`src/rtl/mips_cpu_hilo_seq_unit.sv`:
```
// Iterative HI/LO multiply/divide unit with MFHI/MFLO read port and stall.
// Define MIPS_HILO_FAST_MULT_EN for a single-cycle combinational multiplier.
module mips_cpu_hilo_seq_unit #(
   parameter int XLEN = 32
) (
   input  logic            clk,
   input  logic            reset,
   input  logic            start,
   input  logic [2:0]      op,
   input  logic [XLEN-1:0] a,
   input  logic [XLEN-1:0] b,
   input  logic            rd_req,
   input  logic            rd_sel,
   output logic [XLEN-1:0] rd_data,
   output logic            rd_valid,
   output logic            stall,
   output logic            busy,
   output logic [XLEN-1:0] hi,
   output logic [XLEN-1:0] lo
);

   typedef enum logic [1:0] {IDLE, MUL, DIV, FIX} state_t;

   state_t      state;
   logic [4:0]  counter;
   logic [63:0] acc;       // MUL: {partial product, multiplier}; DIV: {remainder, quotient}
   logic [31:0] opnd;      // multiplicand or divisor magnitude
   logic        res_neg;
   logic        rem_neg;
   logic        is_mul;
   logic        div_zero;

   function automatic logic [31:0] mag32(input logic [31:0] x, input logic sgn);
      return (sgn && x[31]) ? -x : x;
   endfunction

   function automatic logic [63:0] cond_neg64(input logic [63:0] x, input logic neg);
      return neg ? -x : x;
   endfunction

   function automatic logic [31:0] cond_neg32(input logic [31:0] x, input logic neg);
      return neg ? -x : x;
   endfunction

   logic [32:0] mul_sum;
   logic [63:0] mul_next;
   logic [32:0] div_shift;
   logic [33:0] div_trial;
   logic [63:0] div_next;
   logic        op_signed;

   always_comb begin
      op_signed = op[1];
      mul_sum   = {1'b0, acc[63:32]} + (acc[0] ? {1'b0, opnd} : 33'd0);
      mul_next  = {mul_sum, acc[31:1]};
      div_shift = {acc[63:32], acc[31]};
      div_trial = {1'b0, div_shift} - {2'b00, opnd};
      if (div_trial[33])
         div_next = {div_shift[31:0], acc[30:0], 1'b0};
      else
         div_next = {div_trial[31:0], acc[30:0], 1'b1};
   end

`ifdef MIPS_HILO_FAST_MULT_EN
   logic               fast_pend;
   logic signed [65:0] fast_a;
   logic signed [65:0] fast_b;
   logic signed [65:0] fast_prod;

   always_comb begin
      fast_a    = {{34{op_signed & a[31]}}, a};
      fast_b    = {{34{op_signed & b[31]}}, b};
      fast_prod = fast_a * fast_b;
   end
`endif

   always_ff @(posedge clk) begin
      if (reset) begin
         state   <= IDLE;
         hi      <= '0;
         lo      <= '0;
         counter <= '0;
`ifdef MIPS_HILO_FAST_MULT_EN
         fast_pend <= 1'b0;
`endif
      end else begin
         case (state)
            IDLE: begin
`ifdef MIPS_HILO_FAST_MULT_EN
               // Registered product lands one cycle after issue; a later MTHI/MTLO wins.
               fast_pend <= 1'b0;
               if (fast_pend) begin
                  hi <= acc[63:32];
                  lo <= acc[31:0];
               end
`endif
               if (start) begin
                  case (op)
                     3'b000, 3'b010: begin
                        acc      <= {32'd0, mag32(a, op_signed)};
                        opnd     <= mag32(b, op_signed);
                        res_neg  <= op_signed & (a[31] ^ b[31]);
                        rem_neg  <= op_signed & a[31];
                        div_zero <= (b == '0);
                        is_mul   <= 1'b0;
                        counter  <= 5'd31;
                        state    <= DIV;
                     end
                     3'b001, 3'b011: begin
`ifdef MIPS_HILO_FAST_MULT_EN
                        acc       <= fast_prod[63:0];
                        fast_pend <= 1'b1;
`else
                        acc      <= {32'd0, mag32(b, op_signed)};
                        opnd     <= mag32(a, op_signed);
                        res_neg  <= op_signed & (a[31] ^ b[31]);
                        rem_neg  <= 1'b0;
                        div_zero <= 1'b0;
                        is_mul   <= 1'b1;
                        counter  <= 5'd31;
                        state    <= MUL;
`endif
                     end
                     3'b100:  hi <= a;
                     3'b101:  lo <= a;
                     default: ;
                  endcase
               end
            end
            MUL: begin
               acc <= mul_next;
               if (counter == 5'd0) state <= FIX;
               else                 counter <= counter - 5'd1;
            end
            DIV: begin
               acc <= div_next;
               if (counter == 5'd0) state <= FIX;
               else                 counter <= counter - 5'd1;
            end
            FIX: begin
               if (is_mul) begin
                  {hi, lo} <= cond_neg64(acc, res_neg);
               end else begin
                  hi <= cond_neg32(acc[63:32], rem_neg);
                  lo <= div_zero ? 32'hFFFF_FFFF : cond_neg32(acc[31:0], res_neg);
               end
               state <= IDLE;
            end
            default: state <= IDLE;
         endcase
      end
   end

   assign busy     = (state != IDLE);
   assign rd_data  = rd_sel ? hi : lo;
   assign rd_valid = rd_req && !busy;
   assign stall    = rd_req && busy;

endmodule

```
`config.mk`:
```
export PLATFORM = sky130hd
export DESIGN_NAME = mips_cpu_hilo_seq_unit
export DESIGN_NICKNAME = d
export VERILOG_FILES = /design/src/rtl/mips_cpu_hilo_seq_unit.sv
export SDC_FILE = /design/constraint.sdc
export NUM_CORES = 1
export LEC_CHECK = 0
export ABC_AREA = 0
export BUFFER_PORTS_ARGS = -buffer_cell sky130_fd_sc_hd__buf_2
export CAP_MARGIN = 0
export CELL_PAD_IN_SITES_DETAIL_PLACEMENT = 0
export CELL_PAD_IN_SITES_GLOBAL_PLACEMENT = 1
export CORE_ASPECT_RATIO = 1.25
export CORE_MARGIN = 2
export CORE_UTILIZATION = 48
export DETAILED_ROUTE_END_ITERATION = 7
export HOLD_SLACK_MARGIN = 0.12
export PLACE_DENSITY = 0.91
export SYNTH_ARGS = -nofsm -noshare
export SYNTH_HDL_FRONTEND = slang
export SYNTH_SLANG_ARGS = --single-unit
```
`constraint.sdc`:
```
create_clock -name clk -period 6.94 [get_ports clk]
set_clock_uncertainty 0.1 [all_clocks]
set_input_delay 0.347 -clock clk [delete_from_list [all_inputs] [get_ports clk]]
set_output_delay 0.347 -clock clk [all_outputs]
set_load 0.005 [all_outputs]
```
### Yosys cells after proc, flatten, opt, wreduce, memory -nomap -nowiden

Cells that the tools add are included.

| storage, ports and cells | value |
|---|---|
| memories kept | 0 |
| bits in writable memories | 0 |
| memory bits (read-only) | 0 |
| word-level logic and storage cells | 94 |
| latch bits | 0 |
| register bits | 171 |
| output and inout bits | 99 |
| input port bits | 72 |

| operators by class | value |
|---|---|
| eq/ne operators | 15 |
| add/sub/neg operators | 8 |
| multiply operators | 0 |
| bitwise logic cells | 4 |
| div/mod/pow operators | 0 |
| multiplexer cells | 32 |
| shift operators | 0 |
| magnitude comparators | 0 |
| reductions and logical operators | 25 |

Operator list:

| kind | count |
|---|---|
| 32-bit two-way mux | 13 |
| 64-bit two-way mux | 3 |
| 32-bit case mux with 2 select lines | 3 |
| 64-bit case mux with 3 select lines | 1 |
| 32-bit negator | 4 |
| 64-bit case mux with 2 select lines | 1 |
| 64-bit negator | 1 |
| 33-bit by 32-bit subtractor with 34-bit output | 1 |
| 32-bit by 32-bit adder with 33-bit output | 1 |
| 32-bit logical NOT | 1 |
| 4-bit AND reduction | 4 |
| 5-bit two-way mux | 3 |
| 5-bit case mux with 2 select lines | 1 |
| 3-bit AND reduction | 3 |
| 2-bit nonzero test | 4 |
| 3-bit by 2-bit equality test with 1-bit output (second input constant) | 2 |
| 3-bit equality test (second input constant) | 2 |
| 2-bit by 1-bit != test with 1-bit output (second input constant) | 3 |
| 2-bit != test (second input constant) | 3 |
| 1-bit case mux with 2 select lines | 3 |
| 2-bit case mux with 3 select lines | 1 |
| 2-bit OR reduction | 3 |
| 5-bit logical NOT | 1 |
| 5-bit by 1-bit subtractor with 5-bit output (second input constant) | 1 |
| 15 further kinds | 21 |

### Logic depth before layout (Yosys ltp)

Gate-level depths: netlist of the first run.

| logic depth | value |
|---|---|
| depth after elaboration | 5 |
| gate-level depth with buffers | 14 |
| gate-level depth less buffers | 13 |

### Worst setup path after synthesis of the first run

OpenSTA, ideal clock, no wires.

| timing | value |
|---|---|
| path kind | reg2reg |
| start point | register state[0] |
| end point | register acc[0] (enable) |
| path buffers | 1 |
| library setup time | 0.486 ns |
| setup slack | 2.419 ns |
| required time | 6.354 ns |
| stages on the path, launching flop included | 8 |
| arrival | 3.935 ns |
| clock period less this slack | 4.521 ns |
| path through | dfxtp_1 -> inv_1 -> ha_1 -> clkbuf_1 -> inv_1 -> a21oi_1 -> or2_2 -> nor2_1 |

| between the ends | value |
|---|---|
| cells in the longest elaborated chain, start to end | 3 |
| elaborated cells on any way between the ends | 7 |
| those cells by class | eq/ne: 4; reduce/logical: 3 |

Ends and longest elaborated chain:

| item | line | source |
|---|---|---|
| start: declaration | 24 | `state_t state;` |
| start signal: assignment | 79 | `state <= IDLE;` |
| start signal: assignment | 107 | `state <= DIV;` |
| start signal: assignment | 121 | `state <= MUL;` |
| 2-bit equality test (tied with other cells) | 87 | `case (state)` |
| 3-bit nonzero test (no line) (tied with other cells) | - |  |
| 4-bit AND reduction (no line) (*) | - |  |
| end signal: assignment | 100 | `acc <= {32'd0, mag32(a, op_signed)};` |
| end signal: assignment | 114 | `acc <= {32'd0, mag32(b, op_signed)};` |
| end signal: assignment | 131 | `acc <= mul_next;` |
| end: declaration | 26 | `logic [63:0] acc;` |

Every way passes the cells marked *; elsewhere a longest branch is shown, timed or not.
A chain may end at the register's enable or synchronous reset.

### Worst setup path in the final report of the first run

| timing | value |
|---|---|
| start point | register acc[32] |
| end point | register acc[34] (data pin) |

| between the ends | value |
|---|---|
| cells in the longest elaborated chain, start to end | 3 |
| elaborated cells on any way between the ends | 4 |
| those cells by class | add/sub: 2; mux: 2 |

Ends and longest elaborated chain:

| item | line | source |
|---|---|---|
| 33-bit by 32-bit subtractor with 34-bit output | 57 | `div_trial = {1'b0, div_shift} - {2'b00, opnd};` |
| 64-bit two-way mux | 58 | `if (div_trial[33])` |
| 64-bit case mux with 3 select lines (*) | 87 |  |

Marks and branches as above.

==> results.json, run 1 <==
{
  "status": "finished clean",
  "synth_warnings": 0,
  "ctsResizeCount": 0,
  "start_util": 0.4851,
  "antenna_found_initial": 0,
  "core_mm2": 0.03081,
  "synth_area_leader_cell": "edfxtp_1",
  "pwr-share-seq": 0.317,
  "antenna_left": 0,
  "grt_remaining_overflow": 0,
  "ys_seq_area_frac": 0.2960,
  "internal_power_mw": 2.897,
  "dp_hpwl_um": 43760,
  "drtIter0Drc": 1467,
  "crit_required_ns": 7.05,
  "diodes": 0,
  "setup_tns_ns": 0,
  "tritoncts": "done",
  "dieWidth_um": 161.8,
  "synth_top_area_share": 0.2009,
  "drtPass1Iterations": 7,
  "synth-edff-count": 100,
  "final_area_mm2": 0.01667,
  "syn_avg_cell_area_um2": 7.972,
  "async_reset_ff_frac": 0,
  "synth_area_leaders": "edfxtp_1 (20%), dfxtp_1 (9.5%), a21oi_1 (7.2%), ha_1 (6.2%), xnor2_1 (5.6%)",
  "first_global_vias": 14490,
  "p_switching_mw": 2.522,
  "holdBufCountCts": 0,
  "fin_nets": 2120,
  "max_freq_ghz": 0.2355,
  "avgRoutedWirePerCell_um": 23.64,
  "wl_um": 56550,
  "max_cap_viol_count": 0,
  "portBuffers": 170,
  "synth_mux_area_frac": 0.05299,
  "placement.cell_area_mm2": 0.01605,
  "syn_inst": 1875,
  "slowest_delay_ns": 0.80,
  "period_needed_ns": 4.245,
  "power_per_cell_area_mw_per_mm2": 325.1,
  "n_fill_cell": 2998,
  "yosysMostFrequentCell": "a21oi_1",
  "syn_nets": 2023,
  "crit_top_cell": "o21a_1",
  "worstMarginPinSlew_ns": 1.184,
  "synthSimpleGateAreaFrac": 0.1904,
  "grt_first_pass_wirelength_um": 84690,
  "clk_pin_slew_worst_paths_ns": 0.08,
  "synthTopCellsByCount": "a21oi_1 (214), nor2_1 (209), nand2_1 (185)",
  "via_per_inst": 6.378,
  "path_class": "reg2reg",
  "max-slew-margin-rel": 0.2087,
  "ctsRootBufferMaster": "clkbuf_16",
  "dieArea_mm2": 0.03258,
  "slew_violations": 0,
  "areaGrowthSynthToFinish_pct": 11.52,
  "synth_cell_types": 77,
  "clock_latency_ns": 0.45,
  "p_comb_frac": 0.491,
  "drcViolationCount": 0,
  "ys_seq_elements": 171,
  "grt_setup_unrepaired": "false",
  "startpoint_type": "flop",
  "synth_fa_ha_area_frac": 0.06462,
  "vias": 15260,
  "cp_slowest_cell": "nor2_1",
  "gp_congestion": 0.9764,
  "die_h_um": 201.3,
  "cts_setup_buffers": 0,
  "critPathMaxFanout": 12,
  "grt_max_degree": 73,
  "post-route-period-util": 0.6117,
  "ir_drop_mv": 0.2736,
  "synth_compound_area_frac": 0.2524,
  "switching_share": 0.4654,
  "crit_arrival_ns": 4.35,
  "cts_max_path_buffers": 2,
  "finalCoreUtilization": 0.5410,
  "p_clk_frac": 0.193,
  "hp-class": "in2reg",
  "htreeDepth": 4,
  "synth_top_family_by_area": "compound AO/OA/AOI/OAI gates",
  "drive_gt1_frac": 0.1446,
  "crit_chain": "ha_1 -> nor2b_1 -> o31a_1 -> o31ai_1 -> a21oi_1 -> o21a_1 -> a21o_1 -> nor2_1 -> a211oi_1 -> o21a_1",
  "end_kind": "flop",
  "track_usage": 0.3413,
  "top_level_ports": 171,
  "cts_buffers": 17,
  "syn_area_mm2": 0.01495,
  "p_leak_nw": 6.741,
  "finalHoldViolCount": 0,
  "final-setup-viol-count": 0,
  "synth_xor_area_frac": 0.09602,
  "path_buf_inv": 0,
  "synth_ff_type": "edfxtp_1",
  "placementRows": 72,
  "cts_sinks": 171,
  "crit_family": "compound AO/OA/AOI/OAI gates"
}
==> worst reg2reg max path, stage by stage, from the launching register on <==
cell and delay (ns):
edfxtp_1 0.57, ha_1 0.35, nor2b_1 0.14, o31a_1 0.27
o31ai_1 0.43, a21oi_1 0.29, o21a_1 0.27, a21o_1 0.35
nor2_1 0.81, a211oi_1 0.20, o21a_1 0.22
==> final cells by class <==
class | count | area (µm²) | share of cell area
Multi-Input combinational cell | 1516 | 9842 | 0.5905
Sequential cell | 171 | 4424 | 0.2654
Timing Repair Buffer | 187 | 978.4 | 0.05870
Tap cell | 407 | 509.2 | 0.03055
Clock buffer | 21 | 504.2 | 0.03025
Inverter | 79 | 296.5 | 0.01779
Clock inverter | 11 | 113.9 | 0.006831
==> cells in the final DEF, fill, tap and decap left out, types with 9 or more instances in the layout <==
master     synthesis  final
inv_1             77     77
xnor2_1           95     95
or3_1             15     15
and3_1            12     12
nor3_1            46     45
clkbuf_16          0     20
edfxtp_1         100    100
a31oi_1           12     12
o41ai_1           12     12
and2_1             9      9
xor2_1            67     67
o31ai_1           20     20
mux2_2            33     33
nor2_1           209    208
or2_2             10     10
nand2b_1          14     14
or4_1             11     11
dfxtp_1           71     71
a21oi_1          214    213
o21a_1            16     16
buf_2              4    170
o21ai_0          105    103
nand2_1          185    185
o22ai_1           14     14
nor4_1            17     17
buf_4              0     17
a221oi_1          30     30
mux2i_1           42     42
a211oi_1          41     41
ha_1              74     73
nand4_1           10     10
o221ai_1          21     21
nand3_1           31     31
a21o_1            31     31
==> metrics by stage <==
stage                     std cells  setup WS [ns]  hold slack (ns)  total power, mW
final                          2392          2.695           0.1856            5.418
after global routing           2392          2.463           0.1917            5.696
after CTS                      2392          2.737           0.1674            5.349
after detailed placement       2360          2.763           0.3594            4.310
after global placement         2360          2.855           0.3527            4.286
after floorplan                1875          2.419           0.3367            3.438
==> worst paths after layout <==
kind | from | to | slack, ns | cells after the start
worst max-delay path | acc[32] | acc[34] | 2.69 | 10
worst max register to register | acc[32] | acc[34] | 2.69 | 10
worst min-delay path | a[15] | hi[15] | 0.19 | 3
worst min register to register | lo[15] | lo[15] | 0.36 | 2
==> power by group through the flow <==
stage          logic (mW)  registers (mW)  clock network, mW
2_1_floorplan        1.90            1.54                  0
3_3_place_gp         2.57            1.72                  0
3_5_place_dp         2.59            1.72                  0
4_1_cts              2.60            1.70               1.04
5_1_grt              2.89            1.73               1.08
6_report             2.66            1.72               1.04
==> sequential cells by signal (all words and copies together), names as in the netlist, 2 cells and up <==
| signal | count |
|---|---|
| hi | 32 |
| opnd | 32 |
| acc | 64 |
| lo | 32 |
| counter | 5 |
| state | 2 |
==> layer usage <==
layer  vias up  GRT usage  routed length, µm
met1      7255     0.3922              21140
met5         -          0                  0
met2       715     0.5939              27770
li1       7097          -                  -
met4         0     0.2152               4113
met3       189    0.04659               3529
==> kinds of logic after synthesis <==
logic type,count (synthesis)
AOI/OAI and AO/OA,594
xor gates and xnor gates,163
adders and majority gates,76
and+or+nand+nor,608
buffers and inverters,188
muxes,75
DFF,171
Power figures use the tool's default switching activity.
==> run 2, diff against run 1 <==
--- a/config.mk
+++ b/config.mk
@@ -12,10 +12,10 @@
 export CELL_PAD_IN_SITES_GLOBAL_PLACEMENT = 1
 export CORE_ASPECT_RATIO = 1.25
 export CORE_MARGIN = 2
-export CORE_UTILIZATION = 48
+export CORE_UTILIZATION = 41
 export DETAILED_ROUTE_END_ITERATION = 7
 export HOLD_SLACK_MARGIN = 0.12
-export PLACE_DENSITY = 0.91
+export PLACE_DENSITY = 0.83
 export SYNTH_ARGS = -nofsm -noshare
 export SYNTH_HDL_FRONTEND = slang
 export SYNTH_SLANG_ARGS = --single-unit
==> constraint.sdc (replaced) <==
create_clock -name clk -period 3.9 [get_ports clk]
set_clock_uncertainty 0.1 [all_clocks]
set_input_delay 0.195 -clock clk [delete_from_list [all_inputs] [get_ports clk]]
set_output_delay 0.195 -clock clk [all_outputs]
set_load 0.005 [all_outputs]
==> run 2 against run 1 <==
Compared with the run above: sequential power increased by 67%; wire length increased by 6.7%; cell count increased by 6.6%; global-route usage decreased by 3.2 points; final area increased by 4.6%; combinational power increased by 98%; via count increased by 2.1%; flip-flop and latch count unchanged; count of clock-buffer cells in the layout unchanged; worst hold slack got worse by 0.049 ns; clock power increased by 62%; die area increased by 17%; largest power group unchanged; highest routed layer unchanged.
==> results.json, run 2 (synthesized netlist as in run 1, its figures left out) <==
{
  "regMostFlops": "acc",
  "post-route-period-util": 0.9571,
  "end_kind": "flop",
  "top_level_ports": 171,
  "ctsRootBufferMaster": "clkbuf_16",
  "final_common_cell": "a21oi_1",
  "p_leak_nw": 7.118,
  "layout_common_cells": "a21oi_1 (212), nor2_1 (208), nand2_1 (185)",
  "placementRows": 78,
  "htreeDepth": 4,
  "placement.cell_area_mm2": 0.01663,
  "routed.top_layer": "met4",
  "period_needed_ns": 3.733,
  "max_cap_viol_count": 0,
  "grt_first_pass_wirelength_um": 89490,
  "grt_remaining_overflow": 0,
  "largest_register_ffs": 64,
  "finalCoreUtilization": 0.4828,
  "post-place-ws_ns": 0.1890,
  "drive_gt1_frac": 0.1695,
  "reg2reg_depth": 11,
  "cts_buffers": 17,
  "regArea_mm2": 0.004424,
  "final_area_mm2": 0.01744,
  "cts_max_path_buffers": 2,
  "routed-wl-met2_um": 30290,
  "dp.cells": 2495,
  "final_cells": 2551,
  "slowest_delay_ns": 0.56,
  "crit_family": "compound AO/OA/AOI/OAI gates",
  "wl_um": 60350,
  "max_freq_ghz": 0.2679,
  "setup_tns_ns": 0,
  "path_depth": 11,
  "portBuffers": 170,
  "grt_max_degree": 65,
  "drtPass1Iterations": 6,
  "tritoncts": "done",
  "hp-class": "in2reg",
  "cp_slowest_cell": "edfxtp_1",
  "wl_met1_um": 22700,
  "gp_congestion": 0.9839,
  "finalHoldViolCount": 0,
  "track_usage": 0.3097,
  "dp_hpwl_um": 47380,
  "fin_nets": 2206,
  "path_class": "reg2reg",
  "cts_sinks": 171,
  "startpoint_type": "flop",
  "status": "finished clean",
  "fin_ws_ns": 0.1673,
  "max-slew-margin-rel": 0.2427,
  "drtIter0Drc": 1589,
  "crit_arrival_ns": 3.78,
  "clk_pin_slew_worst_paths_ns": 0.07,
  "cts_setup_buffers": 0,
  "dieArea_mm2": 0.03801,
  "timing.hold.ws_ns": 0.1370,
  "min_path_cells": 3,
  "die_h_um": 217.5,
  "grt_setup_unrepaired": "false",
  "vias": 15580,
  "ir_drop_mv": 0.4764,
  "crit_top_cell": "a21oi_1",
  "clock_latency_ns": 0.45,
  "critPathMaxFanout": 9,
  "path_buf_inv": 1,
  "core_mm2": 0.03611,
  "worstMarginPinSlew_ns": 1.132,
  "wl_met3_um": 3104,
  "final-setup-viol-count": 0,
  "start_util": 0.4139,
  "crit_chain": "ha_1 -> a21oi_1 -> o21ai_0 -> o21ai_0 -> a21oi_1 -> o21a_1 -> a21oi_1 -> nand2_1 -> buf_4 -> mux2i_1 -> o22ai_1",
  "antenna_left": 0,
  "avgRoutedWirePerCell_um": 23.66,
  "via_per_inst": 6.107,
  "total_power_mw": 9.822,
  "diodes": 0,
  "crit_required_ns": 3.95,
  "dieWidth_um": 174.8,
  "power_per_cell_area_mw_per_mm2": 563.3,
  "antenna_found_initial": 0,
  "first_global_vias": 15030,
  "n_fill_cell": 3664,
  "areaGrowthSynthToFinish_pct": 16.65,
  "drcViolationCount": 0,
  "slew_violations": 0,
  "multi_input_area_mm2": 0.009863
}
## run 2: path summary, 6_finish.rpt
check	from	to	slack [ns]
max	acc[38]	acc[54]	0.17
max reg2reg	acc[38]	acc[54]	0.17
min	b[14]	opnd[14]	0.14
min reg2reg	counter[0]	counter[0]	0.36
## run 2: layout make-up
class | count | share of cell area
clock buffers | 21 | 0.02705
clock inverters | 11 | 0.004736
inverters | 79 | 0.01701
multi-input cells | 1516 | 0.5657
flip-flops and latches | 171 | 0.2537
well taps | 480 | 0.03445
repair buffers | 273 | 0.09731
## run 2: per-layer routing
layer / vias up / global-route usage
met4: 0 / 0.1925
met5: - / 0
met3: 187 / 0.03347
li1: 7256 / -
met2: 649 / 0.5598
met1: 7488 / 0.3474
## run 2: worst register-to-register path, delay by kind of cell (launching register included)
family	cells	cell delay, ns
buffers and inverters	1	0.22
adder cells (fa/ha/maj)	1	0.30
AO/OA/AOI/OAI	7	1.63
AND/OR/NAND/NOR	1	0.14
multiplexers	1	0.50
flip-flops	1	0.56
## run 2: power by group
group	internal [mW]	switching, mW	total, mW
clock network	0.882	0.801	1.68
logic	1.95	3.31	5.26
registers	2.40	0.480	2.88
## run 2: timing repair
| action | CTS | global route |
|---|---|---|
| setup endpoints to repair | 0 | 9 |
| endpoints found under the hold margin | 33 | 0 |
| resized for setup | 0 | 6 |
| hold buffers | 24 | 0 |
==> run 3, diff against run 2 <==
--- a/config.mk
+++ b/config.mk
@@ -6,16 +6,17 @@
 export NUM_CORES = 1
 export LEC_CHECK = 0
 export ABC_AREA = 0
-export BUFFER_PORTS_ARGS = -buffer_cell sky130_fd_sc_hd__buf_2
 export CAP_MARGIN = 0
 export CELL_PAD_IN_SITES_DETAIL_PLACEMENT = 0
 export CELL_PAD_IN_SITES_GLOBAL_PLACEMENT = 1
 export CORE_ASPECT_RATIO = 1.25
 export CORE_MARGIN = 2
-export CORE_UTILIZATION = 41
+export CORE_UTILIZATION = 44
 export DETAILED_ROUTE_END_ITERATION = 7
+export DONT_BUFFER_PORTS = 1
 export HOLD_SLACK_MARGIN = 0.12
-export PLACE_DENSITY = 0.83
+export MAX_ROUTING_LAYER = met4
+export PLACE_DENSITY = 0.82
 export SYNTH_ARGS = -nofsm -noshare
 export SYNTH_HDL_FRONTEND = slang
 export SYNTH_SLANG_ARGS = --single-unit
==> run 3 against run 2 <==
Compared with the run above: setup slack worse by 0.0058 ns; cell count is 7.0% lower; largest cell class unchanged; count of clock-buffer cells in the layout is 1 lower; combinational power is 2% lower; total power is 0.65% lower; global-route usage is 4.3 points higher; highest routed layer unchanged; register-to-register slack hardly changed; critical path depth is 3 higher; largest power group unchanged; clock power hardly changed; maximum frequency is 0.16% lower; utilization is 2.6 points higher; first-iteration DRC count is 8.0% lower.
==> results.json, run 3 (synthesized netlist as in run 1, its figures left out) <==
{
  "htreeDepth": 4,
  "worstMarginPinSlew_ns": 1.137,
  "path_class": "reg2reg",
  "drtPass1Iterations": 8,
  "crit_required_ns": 3.98,
  "largest_register_ffs": 64,
  "areaGrowthSynthToFinish_pct": 14.16,
  "worst_r2r_endpoint": "acc[59]",
  "grtUsageMet1": 0.3866,
  "crit_chain": "buf_4 -> and2_1 -> ha_1 -> fa_1 -> a211o_1 -> o211ai_1 -> a211o_1 -> a211oi_2 -> o2111ai_1 -> nand4_1 -> buf_4 -> a41oi_1 -> xor2_1 -> o32ai_1",
  "drive_gt1_frac": 0.09236,
  "period_needed_ns": 3.739,
  "cts_sinks": 171,
  "ctsRootBufferMaster": "clkbuf_16",
  "timing.hold.ws_ns": 0.1343,
  "min_to": "opnd[4]",
  "crit_arrival_ns": 3.82,
  "p_leak_nw": 6.520,
  "busiest_layer": "met2",
  "grtUsageMet3": 0.04976,
  "placementRows": 75,
  "layout_common_cells": "a21oi_1 (212), nor2_1 (206), nand2_1 (185)",
  "wl_um": 61800,
  "fin_nets": 2084,
  "cts_buffers": 17,
  "min_path_cells": 3,
  "status": "finished clean",
  "reg2reg_from": "acc[0]",
  "internal_power_mw": 5.201,
  "p_switching_mw": 4.557,
  "final_common_cell": "a21oi_1",
  "antenna_left": 0,
  "portBuffers": 0,
  "via_per_inst": 6.453,
  "tritoncts": "done",
  "worstHoldStart": "b[3]",
  "p_clk_frac": 0.174,
  "dieArea_mm2": 0.03547,
  "post-route-period-util": 0.9586,
  "start_util": 0.4462,
  "startpoint_type": "flop",
  "regMostFlops": "acc",
  "cts_max_path_buffers": 2,
  "vias": 15310,
  "drcViolationCount": 0,
  "reg2reg_depth": 14,
  "grt_remaining_overflow": 0,
  "use_met2": 0.6019,
  "switching_share": 0.4670,
  "ir_drop_mv": 0.5072,
  "power_per_cell_area_mw_per_mm2": 571.9,
  "hp-class": "in2reg",
  "clock_latency_ns": 0.46,
  "cp_slowest_cell": "edfxtp_1",
  "top_level_ports": 171,
  "critPathMaxFanout": 5,
  "p_comb_frac": 0.530,
  "avgRoutedWirePerCell_um": 26.04,
  "gp_congestion": 1.007,
  "grt_first_pass_wirelength_um": 91300,
  "antenna_found_initial": 1,
  "first_global_vias": 14820,
  "pwr-share-seq": 0.295,
  "dieWidth_um": 168.9,
  "max_cap_viol_count": 0,
  "track_usage": 0.3524,
  "slew_violations": 0,
  "final-setup-viol-count": 0,
  "slowest_delay_ns": 0.44,
  "max_freq_ghz": 0.2675,
  "ff2ff_setup_slack_ns": 0.16,
  "finalHoldViolCount": 0,
  "drtIter0Drc": 1462,
  "finalCoreUtilization": 0.5093,
  "total_power_mw": 9.758,
  "die_h_um": 210.1,
  "end_kind": "flop",
  "core_mm2": 0.03350,
  "max-slew-margin-rel": 0.2392,
  "clk_pin_slew_worst_paths_ns": 0.07,
  "dp_hpwl_um": 46540,
  "grt_max_degree": 70
}
==> run 3: area by class of cell <==
cell class	count	area, µm²
clock buffers	20	436.7
inverters	79	300.3
diodes	1	2.502
multi-input cells	1516	9883
well taps	423	529.3
clock inverters	12	115.1
fillers	3313	16440
flip-flops and latches	171	4424
repair buffers	151	1371
==> run 3: metrics by stage <==
stage	worst slack (ns)	instances	instance area, µm²	TNS, ns
2_1_floorplan	0.4535	1875	14950	0
3_3_place_gp	0.08123	2257	15630	0
3_5_place_dp	0.02721	2257	15630	0
4_1_cts	0.006642	2367	16980	0
5_1_grt	-0.006140	2373	17060	-0.006140
6_report	0.1615	2373	17060	0
==> run 3: critical path, delay by kind of cell (launching register included) <==
family / cells / cell delay [ns]
AOI/OAI and AO/OA: 7 / 1.40
and+or+nand+nor: 2 / 0.26
buffers and inverters: 2 / 0.38
xor gates and xnor gates: 1 / 0.18
DFF: 1 / 0.44
adders and majority gates: 2 / 0.68
==> run 3: power groups by stage <==
| stage | clock (mW) | sequential (mW) | combinational, mW |
|---|---|---|---|
| after floorplan | 0 | 2.74 | 3.38 |
| after global placement | 0 | 2.90 | 4.88 |
| after detailed placement | 0 | 2.90 | 4.89 |
| after CTS | 1.71 | 2.87 | 5.03 |
| after global routing | 1.76 | 2.92 | 5.58 |
| final | 1.70 | 2.88 | 5.17 |
==> run 3: worst max path at each step <==
stage | start | endpoint | cells after the start
after global placement | acc[25] | hi[11] | 9
final | acc[0] | acc[59] | 14
after detailed placement | acc[0] | acc[61] | 12
after floorplan | state[0] | acc[0] | 7
after CTS | acc[0] | acc[61] | 12
after global routing | acc[0] | acc[59] | 14
==> run 3: timing repair <==
item                       in CTS  in global routing
hold endpoints to repair      142                  0
setup endpoints to repair       0                 20
gates resized for setup         0                 14
hold buffers                   78                  0
setup buffers                   0                  5
==> run 3: routing by layer <==
metal | wire length [µm] | up-vias
li1 | - | 7012
met1 | 22800 | 7394
met2 | 30730 | 700
met3 | 3856 | 206
met4 | 4414 | 0
met5 | 0 | -
